==> src/rtl/pc_fetch_ctrl_if.sv <==
// Fetch-control bus: stall/branch feedback from the pipeline in,
// PC, flush and validity information back out.
interface pc_fetch_ctrl_if #(
    parameter int PC_WIDE = 7
);
    logic               stall;
    logic               branch_taken;
    logic [PC_WIDE-1:0] branch_pc;
    logic [PC_WIDE-1:0] pc;
    logic [PC_WIDE-1:0] pc_next;
    logic               if_valid;
    logic               flush;
    logic               redirect_pending;

    // Pipeline / execute side
    modport master (
        output stall, branch_taken, branch_pc,
        input  pc, pc_next, if_valid, flush, redirect_pending
    );

    // Fetch controller side
    modport slave (
        input  stall, branch_taken, branch_pc,
        output pc, pc_next, if_valid, flush, redirect_pending
    );
endinterface

==> src/rtl/pc_fetch_ctrl.sv <==
// Fetch-side PC controller: owns the PC, applies branch redirects (holding
// them across stalls) and raises a fixed-length flush window afterwards.
module pc_fetch_ctrl #(
    parameter int PC_WIDE     = 7,
    parameter int RESET_PC    = 0,
    parameter int FLUSH_DEPTH = 2
) (
    input  logic           clk,
    input  logic           rst,
    pc_fetch_ctrl_if.slave bus
);
    typedef enum logic [1:0] {RUN, HOLD, FLUSH} state_t;

    state_t             state;
    logic [PC_WIDE-1:0] pc_q;
    logic [PC_WIDE-1:0] pend_pc;
    logic [2:0]         flush_cnt;
    logic               flush_q;
    logic               valid_q;
    logic               pending_q;
    logic [PC_WIDE-1:0] seq_pc;

    // Sequential PC, wraps naturally at 2^PC_WIDE
    always_comb begin
        seq_pc = pc_q + PC_WIDE'(1);
    end

    assign bus.pc               = pc_q;
    assign bus.pc_next          = seq_pc;
    assign bus.flush            = flush_q;
    assign bus.if_valid         = valid_q;
    assign bus.redirect_pending = pending_q;

    // Fetch FSM: PC update, redirect capture and flush window timing
    always_ff @(posedge clk) begin
        if (rst) begin
            state     <= RUN;
            pc_q      <= PC_WIDE'(RESET_PC);
            pend_pc   <= '0;
            flush_cnt <= '0;
            flush_q   <= 1'b0;
            valid_q   <= 1'b0;
            pending_q <= 1'b0;
        end else begin
            case (state)
                RUN: begin
                    if (!bus.stall) begin
                        if (bus.branch_taken) begin
                            pc_q      <= bus.branch_pc;
                            state     <= FLUSH;
                            flush_cnt <= 3'(FLUSH_DEPTH);
                            flush_q   <= 1'b1;
                            valid_q   <= 1'b0;
                        end else begin
                            pc_q    <= seq_pc;
                            valid_q <= 1'b1;
                        end
                    end else if (bus.branch_taken) begin
                        pend_pc   <= bus.branch_pc;
                        pending_q <= 1'b1;
                        state     <= HOLD;
                    end
                end
                HOLD: begin
                    // later branch_taken pulses are the same frozen branch; first target wins
                    if (!bus.stall) begin
                        pc_q      <= pend_pc;
                        pending_q <= 1'b0;
                        state     <= FLUSH;
                        flush_cnt <= 3'(FLUSH_DEPTH);
                        flush_q   <= 1'b1;
                        valid_q   <= 1'b0;
                    end
                end
                FLUSH: begin
                    if (!bus.stall) begin
                        pc_q      <= seq_pc;
                        flush_cnt <= flush_cnt - 3'd1;
                        if (flush_cnt == 3'd1) begin
                            state   <= RUN;
                            flush_q <= 1'b0;
                            valid_q <= 1'b1;
                        end
                    end
                end
                default: begin
                    state <= RUN;
                end
            endcase
        end
    end
endmodule
==> src/flat_wrapper.sv <==
// flat-port wrapper written by rule: the top's interface ports become plain ports
module pc_fetch_ctrl_flat 
#(
    parameter int PC_WIDE     = 7,
    parameter int RESET_PC    = 0,
    parameter int FLUSH_DEPTH = 2
)
  (clk, rst, bus_stall, bus_branch_taken, bus_branch_pc, bus_pc, bus_pc_next, bus_if_valid, bus_flush, bus_redirect_pending);
  pc_fetch_ctrl_if #(.PC_WIDE(PC_WIDE)) bus_i ();
  input  logic clk;
  input  logic rst;
  input wire logic [$bits(bus_i.stall)-1:0] bus_stall;
  input wire logic [$bits(bus_i.branch_taken)-1:0] bus_branch_taken;
  input wire logic [$bits(bus_i.branch_pc)-1:0] bus_branch_pc;
  output wire logic [$bits(bus_i.pc)-1:0] bus_pc;
  output wire logic [$bits(bus_i.pc_next)-1:0] bus_pc_next;
  output wire logic [$bits(bus_i.if_valid)-1:0] bus_if_valid;
  output wire logic [$bits(bus_i.flush)-1:0] bus_flush;
  output wire logic [$bits(bus_i.redirect_pending)-1:0] bus_redirect_pending;
  assign bus_i.stall = bus_stall;
  assign bus_i.branch_taken = bus_branch_taken;
  assign bus_i.branch_pc = bus_branch_pc;
  assign bus_pc = bus_i.pc;
  assign bus_pc_next = bus_i.pc_next;
  assign bus_if_valid = bus_i.if_valid;
  assign bus_flush = bus_i.flush;
  assign bus_redirect_pending = bus_i.redirect_pending;
  pc_fetch_ctrl #(.PC_WIDE(PC_WIDE), .RESET_PC(RESET_PC), .FLUSH_DEPTH(FLUSH_DEPTH)) u_core (.clk(clk), .rst(rst), .bus(bus_i));
endmodule
==> config.mk <==
export PLATFORM = sky130hd
export DESIGN_NAME = pc_fetch_ctrl_flat
export DESIGN_NICKNAME = d
export VERILOG_FILES = /design/src/rtl/pc_fetch_ctrl_if.sv /design/src/rtl/pc_fetch_ctrl.sv /design/src/flat_wrapper.sv
export SDC_FILE = /design/constraint.sdc
export NUM_CORES = 1
export LEC_CHECK = 0
export ABC_CLOCK_PERIOD_IN_PS = 1700
export CAP_MARGIN = 10
export CORE_UTILIZATION = 35
export DETAILED_ROUTE_END_ITERATION = 10
export GPL_TIMING_DRIVEN = 0
export SETUP_SLACK_MARGIN = 0.1
export SYNTH_ARGS = -nofsm -noshare
export SYNTH_HDL_FRONTEND = slang
export SYNTH_SLANG_ARGS = --single-unit
==> constraint.sdc <==
create_clock -name clk -period 1.7 [get_ports clk]
set_input_delay 0.34 -clock clk [delete_from_list [all_inputs] [get_ports clk]]
set_output_delay 0.34 -clock clk [all_outputs]
set_load 0.02 [all_outputs]
==> metrics.cfg <==
[status]
outcome = completed

[floorplanning]
coreArea_mm2 = 0.00342
rows = 21
ioPinCount = 28
die_w_um = 62.3
die_h_um = 62.3
initial_core_util = 0.373
design.die.area_mm2 = 0.00388

[route]
drt-pass1-iter-count = 4
drcViolationCount = 0
drt-initial-drc-count = 58
wl_per_cell_um = 14.6
wirelength_um = 3540
viasPerCell = 5.25
vias = 1276
ant_nets = 0

[critical_path]
endpoint = bus_pc_next[6]
cp.depth = 4
critPathArrivalTime_ps = 1350
critical_path.cell_chain = and3_4 > nand3_4 > xnor2_2 > buf_4
worst_ep_required_time_ps = 1360
worst_setup_path_start_kind = register
crit_fanout = 5
worstSetupPathType = register to output port
path_buf_inv = 1
r2r_end = u_core.bus.pc[6]$_SDFFE_PP0P_
critPathCaptureType = output port
regToRegSetupSlack_ps = 70
cp-startpoint = u_core.bus.pc[3]$_SDFFE_PP0P_
crit_family = flip-flops
r2r_start = u_core.state[0]$_SDFFE_PP0P_
rr_worst_depth = 6
slowest_delay_ps = 400
worst_path_max_delay_cell = dfxtp_4

[yosys]
syn_area_per_cell_um2 = 8.48
ys_types = 39
yosys-top-cells-area = dfxtp_1 35%, mux2i_1 7.1%, ha_1 5.9%
synthesis.nets = 167
yosys.area.top_type = dfxtp_1
synthFlopType = dfxtp_1
synth_area_mm2 = 0.00127
synth_edf_count = 0
synth_top_area_frac = 0.346
synth-seq-cells = 22
syn_inst = 150
seq_area_frac_synth = 0.346
async_flop_share = 0
ys_warn_count = 0

[timing]
max_freq_ghz = 0.592
fin_crit_sh = 0.994
finalSetupTns_ps = 0
tightestPinTransition_ps = 608
skew_ps = 8.24
finalCriticalPeriod_ps = 1690
rsz0062_at_grt = true
relSlewSlack = 0.595
whs_ps = 507
drv_slew = 0
finalHoldViolCount = 0
finalSetupViolations = 0

[layout]
fin_util = 0.579
nNetsFinal = 215
diodes = 0
seqCellArea_um2 = 472
n_fill_cell = 311
drive_gt1_frac = 0.381
syn2layout_area_growth_pct = 55.4
multi_input_area_um2 = 960

[clock_tree]
cts_sinks = 22
cts_hold_buffers = 0
cts_buffer_depth = 2
cts.root.buffer_cell = clkbuf_4
htreeDepth = 1
clkTransAtPathRegs_ps = 130
cts_tree = built
clk_latency_ps = 320
cts-buffers-inserted = 3

[job]
max_cap_viol_count = 0

[global_route]
grt_max_degree = 13
antenna_found_initial = 0
overflow = 0
first_global_vias = 1243
grt_pass1_wl_um = 5710
grt_usage = 0.187

[pwr]
clockPowerShare = 0.102
sequentialPowerShare = 0.268
power_leakage_uw = 0.000820
p_comb_frac = 0.630
switching_share = 0.435
intPower_uw = 1700
ir_worst_vdd_mv = 0.601
power_density_mw_per_mm2 = 1520
finalPower_uw = 3000
switchingPower_uw = 1300

[hold_path]
hold_path_class = register to register

[place]
port_buffers = 27
hpwl_um = 2300
place.gp.congestion = 0.743

## metrics by stage
step	cell area [um2]	std cells	setup WS [ps]
after floorplan	1310	150	126
after global placement	1640	223	-321
after detailed placement	1640	223	-315
after CTS	1830	235	0.895
after global routing	1980	243	-53.7
final	1980	243	10.6
## layer usage
| layer | global-route usage | up-vias | part of all wire |
|---|---|---|---|
| met5 | 0 | - | 0 |
| met2 | 0.304 | 22 | 0.47 |
| met4 | 0.0727 | 0 | 0.032 |
| met1 | 0.247 | 607 | 0.47 |
| met3 | 0.0294 | 11 | 0.028 |
| li1 | - | 636 | - |
## registers in the layout (all words and copies together) (netlist names)
| signal | count |
|---|---|
| u_core.bus.flush | 1 |
| u_core.flush_cnt | 3 |
| u_core.state | 2 |
| u_core.bus.pc | 7 |
| u_core.pend_pc | 7 |
| u_core.bus.redirect_pending | 1 |
| u_core.bus.if_valid | 1 |
## final cells by class
| class | count | area share |
|---|---|---|
| plain buffers | 8 | 0.0310 |
| well taps | 46 | 0.0291 |
| inverters | 8 | 0.0177 |
| flip-flops and latches | 22 | 0.239 |
| repair buffers | 43 | 0.180 |
| clock buffers | 4 | 0.0184 |
| multi-input cells | 112 | 0.485 |
## cells in the final DEF (no fill, tap or decap), drive strengths merged, types with 7 or more instances in the layout
master         instances
nor2                  18
dfxtp                 22
mux2i                  9
dlygate4sd2           10
nand3                  9
clkbuf                 9
a21oi                  7
buf                   26
nand2                  8
inv                    8
o21ai                  8
clkdlybuf4s50         10
## power groups by stage
stage          registers, uW  clock network [uW]  logic [uW]
3_3_place_gp             746                   0        1470
3_5_place_dp             751                   0        1480
6_report                 805                 306        1890
2_1_floorplan            818                   0         938
5_1_grt                  826                 339        2030
4_1_cts                  795                 318        1640
## worst register-to-register path: cells and delay by family (launching register included)
| kind | cells | cell delay (ps) |
|---|---|---|
| buffers and inverters | 1 | 50 |
| adders and majority gates | 1 | 260 |
| DFF | 1 | 400 |
| AOI/OAI and AO/OA | 2 | 450 |
| and+or+nand+nor | 2 | 400 |
## worst min path at each step
stage	start	slack (ps)	endpoint	cells past startpoint
6_report	u_core.bus.flush$_SDFFE_PP0P_	510	u_core.bus.flush$_SDFFE_PP0P_	2
5_1_grt	u_core.flush_cnt[1]$_SDFFE_PP0P_	540	u_core.flush_cnt[1]$_SDFFE_PP0P_	2
4_1_cts	u_core.bus.redirect_pending$_SDFFE_PP0P_	510	u_core.bus.redirect_pending$_SDFFE_PP0P_	2
3_5_place_dp	u_core.pend_pc[3]$_SDFFE_PP0P_	490	u_core.pend_pc[3]$_SDFFE_PP0P_	2
3_3_place_gp	u_core.bus.redirect_pending$_SDFFE_PP0P_	470	u_core.bus.redirect_pending$_SDFFE_PP0P_	2
2_1_floorplan	rst	460	u_core.bus.pc[5]$_SDFFE_PP0P_	1
## synth_stat cells (2+ instances only)
cell and instances:
a211oi_1 4, a21oi_1 7, a311oi_1 2, and3_1 2, buf_2 3, clkbuf_1 4
dfxtp_1 22, ha_1 6, inv_1 8, mux2i_1 9, nand2_1 8, nand3_1 9
nand3b_1 2, nor2_1 18, nor2b_1 3, nor2b_2 2, nor3_1 4, nor4b_1 2
o21ai_0 8, o311a_1 2, o32ai_1 2, or2_0 2, or3_1 2, xnor2_1 4
## kinds of logic (layout without fill, tap and decap cells)
family,after synthesis,after routing,share of synthesized area
adder cells (fa/ha/maj),6,6,0.0590
XOR/XNOR,5,5,0.0344
AND/OR/NAND/NOR,60,60,0.256
AO/OA/AOI/OAI,31,31,0.172
flip-flops,22,22,0.346
multiplexers,10,10,0.0796
buffers and inverters,16,63,0.0531
## what timing repair did
action | 4_1_cts | 5_1_grt
setup buffers | 8 | 8
setup endpoints to repair | 28 | 26
hold endpoints to repair | 0 | 0
pin swaps | 12 | 12
resized for setup | 77 | 32
Power figures use the tool's default switching activity.
==> RTL change: new RTL, same flow settings <==
`PC_WIDE` is set to 7 in 3 places; all go to 9.
--- a/src/rtl/pc_fetch_ctrl_if.sv
+++ b/src/rtl/pc_fetch_ctrl_if.sv
@@ -2,5 +2,5 @@
 // PC, flush and validity information back out.
 interface pc_fetch_ctrl_if #(
-    parameter int PC_WIDE = 7
+    parameter int PC_WIDE = 9
 );
     logic               stall;
--- a/src/rtl/pc_fetch_ctrl.sv
+++ b/src/rtl/pc_fetch_ctrl.sv
@@ -2,5 +2,5 @@
 // them across stalls) and raises a fixed-length flush window afterwards.
 module pc_fetch_ctrl #(
-    parameter int PC_WIDE     = 7,
+    parameter int PC_WIDE     = 9,
     parameter int RESET_PC    = 0,
     parameter int FLUSH_DEPTH = 2
--- a/src/flat_wrapper.sv
+++ b/src/flat_wrapper.sv
@@ -2,5 +2,5 @@
 module pc_fetch_ctrl_flat 
 #(
-    parameter int PC_WIDE     = 7,
+    parameter int PC_WIDE     = 9,
     parameter int RESET_PC    = 0,
     parameter int FLUSH_DEPTH = 2
Interface: changed (resized bus_branch_pc, bus_pc and bus_pc_next); port bits go from 28 to 34. No check against the original RTL was run, so the function may have changed too.
==> RTL change against the unedited design <==
Via count up 22%. Setup slack got worse by 0.11 ns. Fmax shrank 6.3%. Critical path type unchanged. Final area rose by 16%. Area after synthesis is 16% higher. The flow now finishes with violations (setup timing). Sequential cell count grew 4. Wire length up 19%.
Power is not compared: it rests on default switching activity, and its combinational part moved more than twofold at a synthesized area within 25%.
==> RTL change: results (changes against the unedited design) <==
* Clk_lat worst skew at 0.27 ns (-0.05 ns)
* Largest net degree at the start of global routing at 15 (+2)
* GRT Overall Usage at 19.7% (+0.97 points)
* Layout Nets at 262 (+22%)
* Gr busiest metal: met2
* Root Buffer: clkbuf_8
* Min Hold Slack at 0.456 ns (-0.0509 ns)
* RD Place Congestion at 0.822 (+11%)
* Mapped Nets at 209 (+25%)
* Top cells by area, synth: dfxtp_1 (35%), nand2_1 (7.9%), a21oi_1 (7.1%)
* Post-Syn Area per Cell at 7.79 um^2 (-8.2%)
* H-tree depth at 1 (unchanged)
* Cells after DPL at 272 (+22%)
* Post-DR wirelength/cell at 14.5 um (-0.86%)
* Initial antenna violation count at 0 (unchanged)
* Max incr delay on CP at 0.34 ns (-0.06 ns)
* Top post-synthesis cells by count: nand2_1 (31), dfxtp_1 (26), a21oi_1 (21), nand3_1 (10), o21ai_0 (9)
* VDD IR max at 0.443 mV
* Clock skew at 0.00294 ns (-0.00530 ns)
* Ant. Diodes at 0 (unchanged)
* Sequential element share of the synthesized area at 35.2% (+0.55 points)
* Worst path top cell family by delay: simple AND/OR/NAND/NOR gates
* R2R Path End: u_core.bus.pc[3]$_SDFFE_PP0P_
* Routing usage on met2 at 29.8% (-0.61 points)
* # fillers at 376 (+21%)
* Worst Hold End: u_core.pend_pc[6]$_SDFFE_PP0P_
* Setup violators final at 4 (+4)
* TNS Setup at -0.270 ns (-0.270 ns)
* Pleak at 0.949 nW
* PortBufs at 32 (+19%)
* Detailed Place HPWL at 2820 um (+23%)
* Failing checks: setup timing
* DRT iter0 DRCs at 113 (+95%)
* Unique masters post-synth at 41 (+5.1%)
* Worst reg-to-reg setup slack at 0.04 ns (-0.03 ns)
* Final Routed Wirelength at 4220 um (+19%)
* Detailed Routing Iterations Pass 1 at 4 (unchanged)
* Vias in the first global route at 1361 (+9.5%)
* Status: finished with violations
* YS warnings at 0 (unchanged)
* Critical path's slowest cell: dfxtp_2
* First-pass GRT wire length at 6630 um (+16%)
* Met1 usage at 28.8% (+4.1 points)
* Met3 GRT Util at 2.57% (-0.37 points)
* Worst min path class: reg2reg
* Reg clk slew, reported paths at 0.09 ns (-0.04 ns)
* DR vias/cell at 5.33 (+1.5%)
* Arrival time at the worst endpoint at 1.46 ns (+0.11 ns)
* Final worst setup slack at -0.102 ns (-0.113 ns)
* HP Start: u_core.pend_pc[6]$_SDFFE_PP0P_
* Slew @ Worst Pin at 0.551 ns (-0.0566 ns)
* Share of cells above drive strength 1 at 31.8% (-6.3 points)
==> RTL change: cell types whose count changed after synthesis, sizes merged, moves of 3 or more <==
cell,before,now
dfxtp,22,26
mux2i,9,2
or2,2,6
clkbuf,4,7
o21a,0,3
nor2,18,8
a21oi,7,21
o21bai,0,3
nand2,8,31
==> RTL change: how the worst max path moves through the flow <==
| stage | startpoint | end | slack (ns) | cells past startpoint |
|---|---|---|---|---|
| floorplan | u_core.bus.pc[4]$_SDFFE_PP0P_ | bus_pc_next[8] | 0.1 | 3 |
| global placement | bus_branch_taken | u_core.pend_pc[2]$_SDFFE_PP0P_ | -0.43 | 5 |
| detailed placement | bus_branch_taken | u_core.pend_pc[7]$_SDFFE_PP0P_ | -0.44 | 5 |
| CTS | u_core.bus.pc[3]$_SDFFE_PP0P_ | bus_pc_next[8] | -0.14 | 6 |
| global route | u_core.bus.pc[3]$_SDFFE_PP0P_ | bus_pc_next[7] | -0.18 | 5 |
| finish | u_core.bus.pc[3]$_SDFFE_PP0P_ | bus_pc_next[7] | -0.10 | 5 |
==> RTL change: layout make-up <==
cell class,instances,area (um^2),share of cell area (%)
Timing Repair Buffer,48,457,19.8
Tap cell,50,62.6,2.72
Multi-Input combinational cell,146,1080,46.7
Buffer,11,78.8,3.42
Inverter,7,28.8,1.25
Clock buffer,4,55.1,2.39
Sequential cell,26,544,23.6
==> RTL change: cells by family after synthesis <==
group | count (synthesis) | synth area share, %
buffers and inverters | 18 | 4.82
and+or+nand+nor | 77 | 25.8
DFF | 26 | 35.2
adders and majority gates | 6 | 5.07
xor gates and xnor gates | 4 | 2.37
AOI/OAI and AO/OA | 57 | 25.4
muxes | 2 | 1.35
==> RTL change: report_power, final <==
part | total (mW) | switching [mW] | leakage (nW) | internal (mW)
clock network | 0.400 | 0.193 | 0.0288 | 0.207
logic | 0.858 | 0.449 | 0.702 | 0.409
registers | 0.744 | 0.0659 | 0.218 | 0.678
==> RTL change: tightest hold or removal path: stages (launching register included) <==
cell and delay [ns]:
dfxtp_1 0.31, nand2_1 0.05, a21oi_1 0.05
==> RTL change: routing by layer <==
metal,wire (um),up-vias
met5,0,-
met2,1950,39
met4,46,0
met3,154,4
li1,-,786
met1,2070,727
==> RTL change: per-stage QoR <==
step	instance area [um^2]	worst slack (ns)
2_1_floorplan	1520	0.0959
3_3_place_gp	1910	-0.429
3_5_place_dp	1910	-0.440
4_1_cts	2160	-0.140
5_1_grt	2300	-0.180
6_report	2300	-0.102
==> RTL change: what timing repair did <==
item / in CTS / in global routing
resized for setup: 87 / 34
hold endpoints to repair: 0 / 0
buffers inserted: 13 / 5
hold buffers: 0 / 0
pin swaps: 10 / 11
setup endpoints to repair: 41 / 29
